**config.mk**
```make
export PLATFORM = sky130hd
export DESIGN_NAME = mem_bus_arbiter
export DESIGN_NICKNAME = d
export VERILOG_FILES = /design/src/rtl/mem_arb_pkg.sv /design/src/rtl/arb_bus_mux.sv /design/src/rtl/mem_bus_arbiter.sv
export SDC_FILE = /design/constraint.sdc
export NUM_CORES = 1
export LEC_CHECK = 0
export BUFFER_PORTS_ARGS = -buffer_cell sky130_fd_sc_hd__buf_2
export CAP_MARGIN = 10
export CORE_UTILIZATION = 37
export CTS_CLUSTER_DIAMETER = 200
export CTS_CLUSTER_SIZE = 12
export DETAILED_ROUTE_END_ITERATION = 7
export PLACE_DENSITY = 0.85
export SLEW_MARGIN = 20
export SYNTH_ARGS = -nofsm -noshare
export SYNTH_HDL_FRONTEND = slang
export SYNTH_SLANG_ARGS = --single-unit
export TNS_END_PERCENT = 30
```
**constraint.sdc**
```tcl
create_clock -name CLK -period 3.4 [get_ports CLK]
set_input_delay 0.51 -clock CLK [delete_from_list [all_inputs] [get_ports CLK]]
set_output_delay 0.51 -clock CLK [all_outputs]
set_load 0.05 [all_outputs]
```
**src/rtl/mem_arb_pkg.sv**
```systemverilog
// Shared definitions for the two-master memory bus arbiter.
//   - grant FSM state encodings
//   - FFT window decode constants, used by decoders and benches (the arbiter
//     itself never looks at the address)
package mem_arb_pkg;

   localparam logic [1:0] ST_IDLE = 2'd0;
   localparam logic [1:0] ST_OWN0 = 2'd1;
   localparam logic [1:0] ST_OWN1 = 2'd2;

   localparam logic [7:0] FFT_WIN_MASK = 8'hF8;
   localparam logic [7:0] FFT_WIN_BASE = 8'hF8;

endpackage

```
**src/rtl/arb_bus_mux.sv**
```systemverilog
// 2:1 bus mux in front of the intercept stage.
// Ports:
//   gnt0, gnt1            registered one-hot grant (both 0 = idle)
//   req*, write*, adr*, wdata*   master request fields
//   bus_adr, bus_wdata    granted master's address / write data, 0 when idle
//   bus_write             granted master's WRITE qualified by its REQ
module arb_bus_mux #(
   parameter int AW = 8,
   parameter int DW = 8
) (
   input  logic          gnt0,
   input  logic          gnt1,
   input  logic          req0,
   input  logic          req1,
   input  logic          write0,
   input  logic          write1,
   input  logic [AW-1:0] adr0,
   input  logic [AW-1:0] adr1,
   input  logic [DW-1:0] wdata0,
   input  logic [DW-1:0] wdata1,
   output logic [AW-1:0] bus_adr,
   output logic [DW-1:0] bus_wdata,
   output logic          bus_write
);

   always_comb begin
      bus_adr   = '0;
      bus_wdata = '0;
      bus_write = 1'b0;
      if (gnt0) begin
         bus_adr   = adr0;
         bus_wdata = wdata0;
         bus_write = write0 & req0;
      end else if (gnt1) begin
         bus_adr   = adr1;
         bus_wdata = wdata1;
         bus_write = write1 & req1;
      end
   end

endmodule

```
**src/rtl/mem_bus_arbiter.sv**
```systemverilog
// Two-master arbiter for the shared address/write-data bus feeding the
// memory/FFT intercept stage. M0 (CPU) wins the first tie; afterwards ties
// go round-robin. Locked bursts are capped at MAX_BURST beats.
// Ports:
//   CLK, RESET            clock, synchronous active-high reset
//   REQn, LOCKn, WRITEn, ADRn, WDATAn   master n request
//   ACKn                  master n transfer completes this cycle
//   RDATAn                read data to master n (0 unless acked)
//   GNTn                  registered grant
//   BUS_ADR/WDATA/WRITE   to intercept stage
//   BUS_RDATA             read data from intercept stage
//
// state | meaning
// IDLE  | nobody owns the bus, bus outputs driven to 0
// OWN0  | M0 granted, its REQ completes each cycle
// OWN1  | M1 granted, its REQ completes each cycle
module mem_bus_arbiter
   import mem_arb_pkg::*;
#(
   parameter int AW        = 8,
   parameter int DW        = 8,
   parameter int MAX_BURST = 4
) (
   input  logic          CLK,
   input  logic          RESET,
   input  logic          REQ0,
   input  logic          REQ1,
   input  logic          LOCK0,
   input  logic          LOCK1,
   input  logic          WRITE0,
   input  logic          WRITE1,
   input  logic [AW-1:0] ADR0,
   input  logic [AW-1:0] ADR1,
   input  logic [DW-1:0] WDATA0,
   input  logic [DW-1:0] WDATA1,
   output logic          ACK0,
   output logic          ACK1,
   output logic [DW-1:0] RDATA0,
   output logic [DW-1:0] RDATA1,
   output logic          GNT0,
   output logic          GNT1,
   output logic [AW-1:0] BUS_ADR,
   output logic [DW-1:0] BUS_WDATA,
   output logic          BUS_WRITE,
   input  logic [DW-1:0] BUS_RDATA
);

   localparam logic [7:0] BURST_LAST = 8'(MAX_BURST - 1);

   logic [1:0] state, state_nxt;
   logic [7:0] burst_cnt, burst_cnt_nxt;
   logic       last, last_nxt;   // index of the master that last finished a burst

   always_ff @(posedge CLK) begin
      if (RESET) begin
         state     <= ST_IDLE;
         burst_cnt <= '0;
         last      <= 1'b1;
      end else begin
         state     <= state_nxt;
         burst_cnt <= burst_cnt_nxt;
         last      <= last_nxt;
      end
   end

   always_comb begin
      state_nxt     = state;
      burst_cnt_nxt = burst_cnt;
      last_nxt      = last;
      case (state)
         ST_OWN0: begin
            if (!REQ0) begin
               state_nxt     = REQ1 ? ST_OWN1 : ST_IDLE;
               burst_cnt_nxt = '0;
            end else if (LOCK0 && burst_cnt < BURST_LAST) begin
               burst_cnt_nxt = burst_cnt + 8'd1;
            end else begin
               // burst over: hand over if M1 waits, else start a fresh burst
               last_nxt      = 1'b0;
               burst_cnt_nxt = '0;
               state_nxt     = REQ1 ? ST_OWN1 : ST_OWN0;
            end
         end
         ST_OWN1: begin
            if (!REQ1) begin
               state_nxt     = REQ0 ? ST_OWN0 : ST_IDLE;
               burst_cnt_nxt = '0;
            end else if (LOCK1 && burst_cnt < BURST_LAST) begin
               burst_cnt_nxt = burst_cnt + 8'd1;
            end else begin
               last_nxt      = 1'b1;
               burst_cnt_nxt = '0;
               state_nxt     = REQ0 ? ST_OWN0 : ST_OWN1;
            end
         end
         default: begin
            burst_cnt_nxt = '0;
            if (REQ0 && REQ1)
               state_nxt = last ? ST_OWN0 : ST_OWN1;
            else if (REQ0)
               state_nxt = ST_OWN0;
            else if (REQ1)
               state_nxt = ST_OWN1;
            else
               state_nxt = ST_IDLE;
         end
      endcase
   end

   assign GNT0   = (state == ST_OWN0);
   assign GNT1   = (state == ST_OWN1);
   assign ACK0   = GNT0 & REQ0;
   assign ACK1   = GNT1 & REQ1;
   assign RDATA0 = ACK0 ? BUS_RDATA : '0;
   assign RDATA1 = ACK1 ? BUS_RDATA : '0;

   arb_bus_mux #(.AW(AW), .DW(DW)) u_bus_mux (
      .gnt0      (GNT0),
      .gnt1      (GNT1),
      .req0      (REQ0),
      .req1      (REQ1),
      .write0    (WRITE0),
      .write1    (WRITE1),
      .adr0      (ADR0),
      .adr1      (ADR1),
      .wdata0    (WDATA0),
      .wdata1    (WDATA1),
      .bus_adr   (BUS_ADR),
      .bus_wdata (BUS_WDATA),
      .bus_write (BUS_WRITE)
   );

endmodule

```
==> qor.csv, run 1 <==
stage,metric,value,unit
run_status,status,completed,
final_layout,n_diodes,0,
cts,H-tree lvl count,1,
pwr,Pleak,0.776,nW
cts,CTS tree,done,
worst_setup_path,Critical Path RT,2.89,ns
worst_setup_path,cells along the critical path,"inv_1, ha_1, and2b_1, a22o_1, buf_2",
sta,TNS Setup,0,ns
pwr,peak supply drop,0.000271,V
route,WL per Instance,11.9,um
global_routing,initial antenna violation count,0,
route,drt drc,0,
global_routing,vias in the first global route,922,
pwr,Total Power,0.000479,W
final_layout,area added between synthesis and finish,57.1,%
synthesis,Synth Cell Area,805,um2
sta,Max Clock Skew,0.00170,ns
floorplanning,I/O Pins,85,
cts,number of gates resized after CTS,0,
placement,I/O Buffers,84,
sta,Final Critical Period,2.83,ns
sta,Final Cycle Share,83.2,%
sta,relative slew slack,39.3,%
min_path,worst hold path class,flop to flop,
worst_setup_path,critical path peak fanout,32,
worst_setup_path,crit start category,flop,
global_routing,gr usage total,20.9,%
route,vias per inst,4.92,
flow_run,# Max-Cap Violations,0,
cts,Root Buffer,clkbuf_4,
route,1st-iter DRT viols,26,
cts,CTS Buffer Depth,2,
final_layout,Sequential Area,220,um2
synthesis,Synth Register Bits,11,
worst_setup_path,slowest cell delay on critical path,0.75,ns
synthesis,Most used DFF post-synth,dfxtp_1,
worst_setup_path,CP Data Arrival Time,2.32,ns
final_layout,"Design Area, Final",0.00126,mm2
worst_setup_path,CP bufs+invs,2,
sta,final slew viol count,0,
sta,unrepaired setup endpoints after global routing,false,
synthesis,"Avg Cell Area, Syn",8.38,um2
synthesis,post-synthesis sequential area ratio,27.4,%
synthesis,post-synthesis cell type count,32,
placement,hpwl dp,2050,um
route,via count,1024,
worst_setup_path,Top Family by Delay on Critical Path,adder cells,
cts,clk sinks,11,
synthesis,Post-synth EDFFs,0,
floorplanning,die area,0.00236,mm2
cts,Post-CTS Setup Bufs,0,
global_routing,global-route wire length before repair,3970,um
placement,post-place instance area,0.00124,mm2
worst_setup_path,Crit Path Class,flop to output pin,
worst_setup_path,critical path's slowest cell,ha_1,
synthesis,Synth Instances,96,
final_layout,NumNets Final,233,
final_layout,fill cell count,210,
sta,final hold vios,0,
sta,Peak Freq,353,MHz
floorplanning,FP Rows,16,
sta,Final setup viols,0,
cts,CTS buffer count,3,
synthesis,Ys Warns,0,
cts,latest clock arrival within the worst-skew pair,0.27,ns
global_routing,largest net degree at the start of global routing,33,
worst_setup_path,CP endpoint kind,output pin,
pwr,PwrDens,379,mW/mm2
floorplanning,Die H,48.6,um
synthesis,ys async rst share,0,%
floorplanning,Starting Density,40.2,%
route,final WL,2480,um
final_layout,multi-input logic area,539,um2
floorplanning,Die W,48.6,um
route,Final ANT Viol Nets,0,
route,first-pass iteration count of the detailed router,4,
cts,# hold bufs at CTS,0,
cts,"Reg clk slew, reported paths",0.07,ns
placement,Final Wtd Congestion,0.818,
floorplanning,total core area,0.00200,mm2
global_routing,GRT overflow,0,
final_layout,share of cells above drive strength 1,51.9,%
sta,Worst-Margin Slew,0.911,ns
synthesized netlist by cell type, types with 2 or more instances:
cell      count  area [um2]
a22o_1       16         140
inv_1         6        22.5
o21ai_0       4        20.0
buf_2         2        10.0
clkbuf_1      4        15.0
dfxtp_1      11         220
nand2_1       7        26.3
ha_1          3        37.5
and3_1       16         100
nor2_1        5        18.8
through the flow:
step                      cells  hold slack, ns  util [%]  setup WS [ns]
after floorplan             101           0.404         -          0.926
after global placement      204           0.414      61.8          0.981
after detailed placement    204           0.426      61.8          0.883
after CTS                   208           0.438      63.1          0.574
after global routing        208           0.449      63.1          0.422
final                       208           0.433      63.1          0.571
routing by layer:
layer  vias up  share of wire (%)  routed length (um)  track usage, %
met3         3                8.1                 202            3.14
met2        49                 49                1220            38.7
li1        523                  -                   -               -
met4         0                1.4                  34            8.82
met1       449                 41                1020            23.4
met5         -                  0                   0               0
cell families after synthesis:
kind of cell             share of synthesized area [%]
AND/OR/NAND/NOR                                   26.4
AO/OA/AOI/OAI                                     30.5
buffers and inverters                             7.93
flip-flops                                        27.4
adder cells (fa/ha/maj)                           4.67
multiplexers                                      2.64
other                                            0.466
worst paths after layout:
check               start      endpoint  slack [ns]  cells after the start
max              state[1]    BUS_ADR[0]        0.57                      5
min          burst_cnt[0]  burst_cnt[0]        0.43                      1
max reg2reg      state[1]      state[1]        1.23                      6
min reg2reg  burst_cnt[0]  burst_cnt[0]        0.43                      1
worst reg2reg max path: cells and delay by family, from the launching register on:
kind	cells	cell delay (ns)
AO/OA/AOI/OAI	1	0.19
adder cells (fa/ha/maj)	1	0.75
buffers and inverters	1	0.08
flip-flops	1	0.31
multiplexers	1	0.35
AND/OR/NAND/NOR	2	0.37
report_power, final:
part	switching (W)	internal (W)	leakage (nW)
registers	0.00000577	0.000137	0.0915
clock network	0.0000454	0.0000436	0.0177
logic	0.000173	0.0000732	0.667
cell usage in the layout, fill, tap and decap left out, types with 3 or more instances in the layout:
cell	synthesis	routed
dfxtp_1	11	11
nand2_1	7	7
o21ai_0	4	4
buf_2	2	84
clkbuf_4	0	3
inv_1	6	6
conb_1	1	6
and3_1	16	16
ha_1	3	3
a22o_1	16	16
nor2_1	5	5
layout make-up:
type / count / share of cell area (%)
inverters: 6 / 1.78
flip-flops and latches: 11 / 17.4
well taps: 27 / 2.67
multi-input cells: 76 / 42.7
clock inverters: 1 / 0.396
repair buffers: 84 / 33.3
clock buffers: 3 / 1.78
registers in the layout, indices dropped and copies added, names as in the netlist:
| signal | flops |
|---|---|
| burst_cnt | 8 |
| last | 1 |
| state | 2 |
Note: power is estimated with default switching activity, not from simulation.
==> run 2, diff against run 1 <==
--- a/config.mk
+++ b/config.mk
@@ -7,11 +7,11 @@
 export LEC_CHECK = 0
 export BUFFER_PORTS_ARGS = -buffer_cell sky130_fd_sc_hd__buf_2
 export CAP_MARGIN = 10
-export CORE_UTILIZATION = 37
+export CORE_UTILIZATION = 31
 export CTS_CLUSTER_DIAMETER = 200
 export CTS_CLUSTER_SIZE = 12
 export DETAILED_ROUTE_END_ITERATION = 7
-export PLACE_DENSITY = 0.85
+export PLACE_DENSITY = 0.76
 export SLEW_MARGIN = 20
 export SYNTH_ARGS = -nofsm -noshare
 export SYNTH_HDL_FRONTEND = slang
==> constraint.sdc (replaced) <==
create_clock -name CLK -period 2.25 [get_ports CLK]
set_input_delay 0.3375 -clock CLK [delete_from_list [all_inputs] [get_ports CLK]]
set_output_delay 0.3375 -clock CLK [all_outputs]
set_load 0.05 [all_outputs]
==> qor.csv, run 2 (synthesis gave the netlist of run 1 again) <==
stage,metric,value,unit,change
run_status,status,completed,,
pwr,sw power,0.000335,W,+49%
floorplanning,Die W,52.9,um,+8.9%
floorplanning,Starting Density,32.8,%,-7.4 points
pwr,Pleak,0.789,nW,+1.7%
cts,CTS buffer count,3,,unchanged
sta,Final Cycle Share,91.3,%,
sta,final slew viol count,0,,unchanged
final_layout,post-route insts no fill,213,,+2.4%
worst_setup_path,Critical Path RT,1.91,ns,-0.98 ns
cts,H-tree lvl count,1,,unchanged
cts,CTS Buffer Depth,2,,unchanged
worst_setup_path,Crit Path Class,flop to output pin,,
cts,latest clock arrival within the worst-skew pair,0.27,ns,about the same
global_routing,global-route wire length before repair,3400,um,-14%
global_routing,GRT overflow,0,,unchanged
sta,Max Clock Skew,0.00343,ns,+0.00173 ns
pwr,Net Sw Frac,46.2,%,-0.67 points
final_layout,most frequent cells in the layout,"buf_2 (84), a22o_1 (16), and3_1 (16), dfxtp_1 (11), nand2_1 (7)",,
cts,Root Buffer,clkbuf_4,,
route,WL per Instance,12.0,um,+0.25%
placement,hpwl dp,2100,um,+2.7%
pwr,Internal Power,0.000391,W,+54%
placement,Final Wtd Congestion,0.716,,-12%
final_layout,share of cells above drive strength 1,53.0,%,+1.1 points
global_routing,vias in the first global route,866,,-6.1%
final_layout,Sequential Area,220,um2,unchanged
sta,unrepaired setup endpoints after global routing,false,,
global_routing,largest net degree at the start of global routing,32,,-3.0%
route,1st-iter DRT viols,13,,-50%
route,Final ANT Viol Nets,0,,unchanged
floorplanning,Die H,52.9,um,+8.9%
pwr,peak supply drop,0.000414,V,+52%
worst_setup_path,critical path peak fanout,31,,-3.1%
placement,I/O Buffers,84,,unchanged
min_path,worst hold path class,input port to flop,,
final_layout,n_diodes,0,,unchanged
floorplanning,die area,0.00280,mm2,+19%
worst_setup_path,CP bufs+invs,3,,+1
cts,# hold bufs at CTS,0,,unchanged
sta,Final Critical Period,2.05,ns,
sta,final hold vios,0,,unchanged
worst_setup_path,CP Data Arrival Time,1.72,ns,-0.60 ns
floorplanning,total core area,0.00245,mm2,+23%
final_layout,area added between synthesis and finish,59.6,%,
pwr,sequential power share,29.8,%,about the same
worst_setup_path,CP endpoint kind,output pin,,
sta,TNS Setup,0,ns,unchanged
sta,Peak Freq,487,MHz,
cts,clk sinks,11,,unchanged
global_routing,initial antenna violation count,0,,unchanged
worst_setup_path,Top Family by Delay on Critical Path,buffers and inverters,,
sta,Final setup viols,0,,unchanged
floorplanning,I/O Pins,85,,unchanged
final_layout,NumNets Final,235,,+0.86%
route,via count,1073,,+4.8%
global_routing,gr usage total,16.4,%,-4.5 points
final_layout,fill cell count,256,,+22%
placement,placed instance count,209,,+2.5%
flow_run,# Max-Cap Violations,0,,unchanged
cts,"Reg clk slew, reported paths",0.06,ns,about the same
worst_setup_path,crit start category,flop,,
final_layout,multi-input logic area,542,um2,+0.46%
route,drt drc,0,,unchanged
pwr,clock network power share,17.8,%,-0.8 points
worst_setup_path,slowest cell delay on critical path,0.33,ns,-0.42 ns
route,first-pass iteration count of the detailed router,4,,unchanged
pwr,Comb pwr share,52.4,%,+0.9 points
floorplanning,FP Rows,18,,+2
worst_setup_path,critical path's slowest cell,dfxtp_1,,
cts,CTS tree,done,,
worst_setup_path,cells along the critical path,"inv_1, ha_1, buf_4, and2_1, a32o_2, buf_2",,
final_layout,biggest regs,"burst_cnt x8, state x2, last x1",,
route,final WL,2550,um,+2.7%
final_layout,Largest register FFs,8,,unchanged
pwr,PwrDens,565,mW/mm2,+49%
route,vias per inst,5.04,,+2.3%
final_layout,"commonest non-fill, non-tap cell in the layout",buf_2,,
final_layout,Reg with most FFs,burst_cnt,,
run 2: cell count changes in the layout (fill, tap and decap cells not counted):
cell,before,now
buf_4,0,2
a32o_1,1,0
a32o_2,0,1
and2b_1,1,0
and2b_2,0,1
clkbuf_1,0,1
clkinv_2,1,0
run 2: cell type report:
type | instances | area share (%)
Tap cell | 30 | 2.92
Clock buffer | 4 | 2.05
Timing Repair Buffer | 86 | 33.9
Sequential cell | 11 | 17.2
Multi-Input combinational cell | 76 | 42.2
Inverter | 6 | 1.75
run 2: final timing paths:
kind           startpoint           end  slack (ns)  cells after the start
min reg2reg  burst_cnt[0]  burst_cnt[0]        0.45                      1
min                 RESET  burst_cnt[1]        0.30                      2
max              state[1]     BUS_WRITE        0.20                      6
max reg2reg      state[1]      state[1]        0.46                      7
run 2: power by group through the flow:
stage | Sequential (W) | Combinational, W | Clock, W
finish | 0.000216 | 0.000380 | 0.000129
global route | 0.000218 | 0.000404 | 0.000140
CTS | 0.000216 | 0.000379 | 0.000134
detailed placement | 0.000221 | 0.000379 | 0
global placement | 0.000220 | 0.000372 | 0
floorplan | 0.000219 | 0.000281 | 0
run 2: worst reg2reg max path, stage by stage, from the launching register on:
cell	delay [ns]
dfxtp_1	0.31
inv_1	0.07
ha_1	0.16
buf_4	0.28
and2_1	0.23
nand2_1	0.10
a21oi_2	0.18
mux2_2	0.35
run 2: routing by layer:
layer,vias up,GRT usage [%],part of all wire (%)
li1,526,-,-
met1,497,15.3,37
met2,46,33.1,52
met3,4,4.31,9.2
met4,0,6.14,1.2
met5,-,0,0
run 2: what timing repair did:
action                                  4_1_cts  5_1_grt
gates resized for setup                       0        1
hold endpoints to repair                      0        0
setup buffers                                 0        0
endpoints found under the setup margin        0        3
run 2: metrics by stage:
| step | hold WS [ns] | total power, W | setup slack (ns) | area, um2 | utilization, % |
|---|---|---|---|---|---|
| 2_1_floorplan | 0.404 | 0.000500 | 0.0403 | 825 | - |
| 3_3_place_gp | 0.415 | 0.000592 | 0.417 | 1260 | 51.2 |
| 3_5_place_dp | 0.445 | 0.000600 | 0.378 | 1260 | 51.2 |
| 4_1_cts | 0.299 | 0.000729 | 0.0852 | 1280 | 52.2 |
| 5_1_grt | 0.302 | 0.000761 | 0.128 | 1280 | 52.3 |
| 6_report | 0.300 | 0.000726 | 0.196 | 1280 | 52.3 |
==> run 3, diff against run 2 <==
--- a/config.mk
+++ b/config.mk
@@ -11,9 +11,10 @@
 export CTS_CLUSTER_DIAMETER = 200
 export CTS_CLUSTER_SIZE = 12
 export DETAILED_ROUTE_END_ITERATION = 7
-export PLACE_DENSITY = 0.76
+export PLACE_DENSITY = 0.75
 export SLEW_MARGIN = 20
 export SYNTH_ARGS = -nofsm -noshare
 export SYNTH_HDL_FRONTEND = slang
+export SYNTH_HIERARCHICAL = 1
 export SYNTH_SLANG_ARGS = --single-unit
 export TNS_END_PERCENT = 30
==> qor.csv, run 3 <==
stage,metric,value,unit,change
cts,clk sinks,11,,unchanged
route,drt drc,0,,unchanged
cts,"Reg clk slew, reported paths",0.07,ns,about the same
final_layout,fill cell count,236,,-7.8%
final_layout,area added between synthesis and finish,59.2,%,
placement,pre-CTS setup slack,0.428,ns,+0.0508 ns
synthesis,ys async rst share,0,%,unchanged
worst_setup_path,CP Data Arrival Time,1.78,ns,+0.06 ns
floorplanning,I/O Pins,85,,unchanged
final_layout,multi-input logic area,567,um2,+4.6%
min_path,beginning of the worst hold path,RESET,,
worst_setup_path,FF-to-FF End,state[1],,
route,via count,1068,,-0.47%
final_layout,Sequential Area,220,um2,unchanged
global_routing,GRT overflow,0,,unchanged
sta,final slew viol count,0,,unchanged
cts,number of gates resized after CTS,0,,unchanged
final_layout,share of cells above drive strength 1,56.8,%,+3.8 points
synthesis,post-synthesis sequential area ratio,26.6,%,-0.75 points
min_path,Min-Delay Endpoint,burst_cnt[0],,
pwr,peak supply drop,0.000393,V,-5.0%
min_path,hold path cells,2,,unchanged
synthesis,Synth Instances,101,,+5.2%
sta,Max Clock Skew,0.00352,ns,+0.0000836 ns
floorplanning,FP Rows,18,,unchanged
floorplanning,Starting Density,33.1,%,+0.31 points
global_routing,global-route wire length before repair,3390,um,-0.21%
global_routing,vias in the first global route,845,,-2.4%
sta,Peak Freq,473,MHz,-2.8%
placement,post-place instance area,0.00129,mm2,+2.7%
cts,CTS buffer count,3,,unchanged
floorplanning,total core area,0.00250,mm2,+1.8%
final_layout,most frequent cells in the layout,"buf_2 (84), and3_1 (16), nand2_1 (11), dfxtp_1 (11), a22o_2 (10)",,
worst_setup_path,Critical Path RT,1.91,ns,about the same
pwr,PwrDens,559,mW/mm2,-1.2%
final_layout,"Design Area, Final",0.00132,mm2,+2.5%
global_routing,gr usage total,16.0,%,-0.47 points
final_layout,Reg with most FFs,burst_cnt,,
final_layout,"commonest non-fill, non-tap cell in the layout",buf_2,,
sta,Final setup viols,0,,unchanged
worst_setup_path,CP endpoint kind,output pin,,
floorplanning,Die W,53.7,um,+1.3%
sta,final hold vios,0,,unchanged
synthesis,Ys Warns,6,,+6
synthesis,Synth Register Bits,11,,unchanged
synthesis,Post-synth EDFFs,0,,unchanged
cts,latest clock arrival within the worst-skew pair,0.27,ns,about the same
route,1st-iter DRT viols,7,,-6
final_layout,biggest regs,"burst_cnt x8, state x2, last x1",,
route,WL per Instance,10.9,um,-9.1%
placement,Final Wtd Congestion,0.790,,+10%
worst_setup_path,critical path peak fanout,14,,-55%
floorplanning,die area,0.00288,mm2,+2.7%
sta,unrepaired setup endpoints after global routing,false,,
synthesis,most frequent cell after synthesis,and3_1,,
worst_setup_path,origin of the critical flop-to-flop path,state[0],,
route,first-pass iteration count of the detailed router,2,,-2
worst_setup_path,crit start category,flop,,
synthesis,Most used DFF post-synth,dfxtp_1,,
cts,H-tree lvl count,1,,unchanged
final_layout,n_diodes,0,,unchanged
sta,Final Cycle Share,93.9,%,+2.6 points
worst_setup_path,r2r worst-path depth,8,,+1
route,final WL,2390,um,-6.1%
floorplanning,Die H,53.7,um,+1.3%
cts,CTS Buffer Depth,2,,unchanged
cts,CTS tree,done,,
global_routing,largest net degree at the start of global routing,16,,-50%
sta,fin worst setup slack,0.137,ns,-0.0595 ns
min_path,worst hold path class,input port to flop,,
sta,Final Critical Period,2.11,ns,+0.0595 ns
pwr,Total Power,0.000735,W,+1.3%
synthesis,Synth top area share,26.6,%,-0.75 points
synthesis,largest cells by area after synthesis,"dfxtp_1 (27%), a22o_2 (12%), and3_1 (12%)",,
synthesis,cell taking the most area after synthesis,dfxtp_1,,
final_layout,NumNets Final,242,,+3.0%
synthesis,post-synthesis cell type count,33,,+3.1%
synthesis,"Avg Cell Area, Syn",8.19,um2,-2.3%
run_status,status,completed,,
route,Final ANT Viol Nets,0,,unchanged
placement,I/O Buffers,84,,unchanged
synthesis,top post-synthesis cells by count,"and3_1 (16), dfxtp_1 (11), nand2_1 (11)",,
synthesis,Synth Cell Area,827,um2,+2.8%
cts,Root Buffer,clkbuf_4,,
route,vias per inst,4.85,,-3.6%
worst_setup_path,Crit Path Class,flop to output pin,,
final_layout,Largest register FFs,8,,unchanged
pwr,Pleak,0.790,nW,+0.11%
placement,hpwl dp,2000,um,-4.8%
cts,# hold bufs at CTS,0,,unchanged
flow_run,# Max-Cap Violations,0,,unchanged
global_routing,initial antenna violation count,0,,unchanged
cts,Post-CTS Setup Bufs,0,,unchanged
worst_setup_path,reg-to-reg setup timing slack,0.46,ns,about the same
-- run 3: cell count changes in the layout (fill, tap and decap cells not counted), moves of 2 or more --
cell / before / now
a22o_1: 16 / 4
a22o_2: 0 / 10
inv_1: 6 / 4
inv_2: 0 / 2
nand2_1: 7 / 11
nand3_1: 0 / 2
o21ai_0: 4 / 7
-- run 3: how the worst max path moves through the flow --
stage	cells after the start	from	to	slack (ns)
after floorplan	4	state[1]	BUS_ADR[5]	-0.27
after global placement	5	state[1]	BUS_ADR[0]	0.50
after detailed placement	5	state[1]	BUS_WDATA[6]	0.43
after CTS	5	state[1]	BUS_WDATA[6]	0.13
after global routing	5	state[1]	BUS_ADR[7]	0.02
final	5	state[1]	BUS_WDATA[6]	0.14
-- run 3: critical path, cell delays in order, from the launching register on --
cell	delay [ns]
dfxtp_1	0.33
inv_1	0.06
ha_1	0.33
nor2b_4	0.34
a22o_2	0.20
buf_2	0.25
-- run 3: layer usage --
metal	vias up	GRT usage [%]	share of wire, %
li1	546	-	-
met1	474	16.8	42
met4	0	5.26	0.79
met2	45	31.3	50
met5	-	0	0
met3	3	2.82	7.4
-- run 3: layout make-up --
class | instances | area share, %
Multi-Input combinational cell | 82 | 43.1
Clock buffer | 4 | 2.00
Inverter | 6 | 1.71
Sequential cell | 11 | 16.7
Tap cell | 30 | 2.85
Timing Repair Buffer | 87 | 33.7
-- run 3: logic make-up after synthesis --
family	share of synthesized area, %
DFF	26.6
muxes	2.57
other	0.453
buffers and inverters	7.11
AOI/OAI and AO/OA	29.2
and+or+nand+nor	29.5
adders and majority gates	4.54
-- run 3: metrics by stage --
stage          setup TNS [ns]  utilization, %  hold slack, ns  cells
4_1_cts                     0            52.7           0.310    220
3_3_place_gp                0            51.6           0.417    216
5_1_grt                     0            52.7           0.315    220
3_5_place_dp                0            51.6           0.418    216
2_1_floorplan          -0.863               -           0.404    106
6_report                    0            52.7           0.315    220
-- run 3: report_power, final --
group	internal [W]	total (W)	switching, W
Clock	0.0000686	0.000134	0.0000651
Sequential	0.000208	0.000216	0.00000839
Combinational	0.000120	0.000386	0.000266
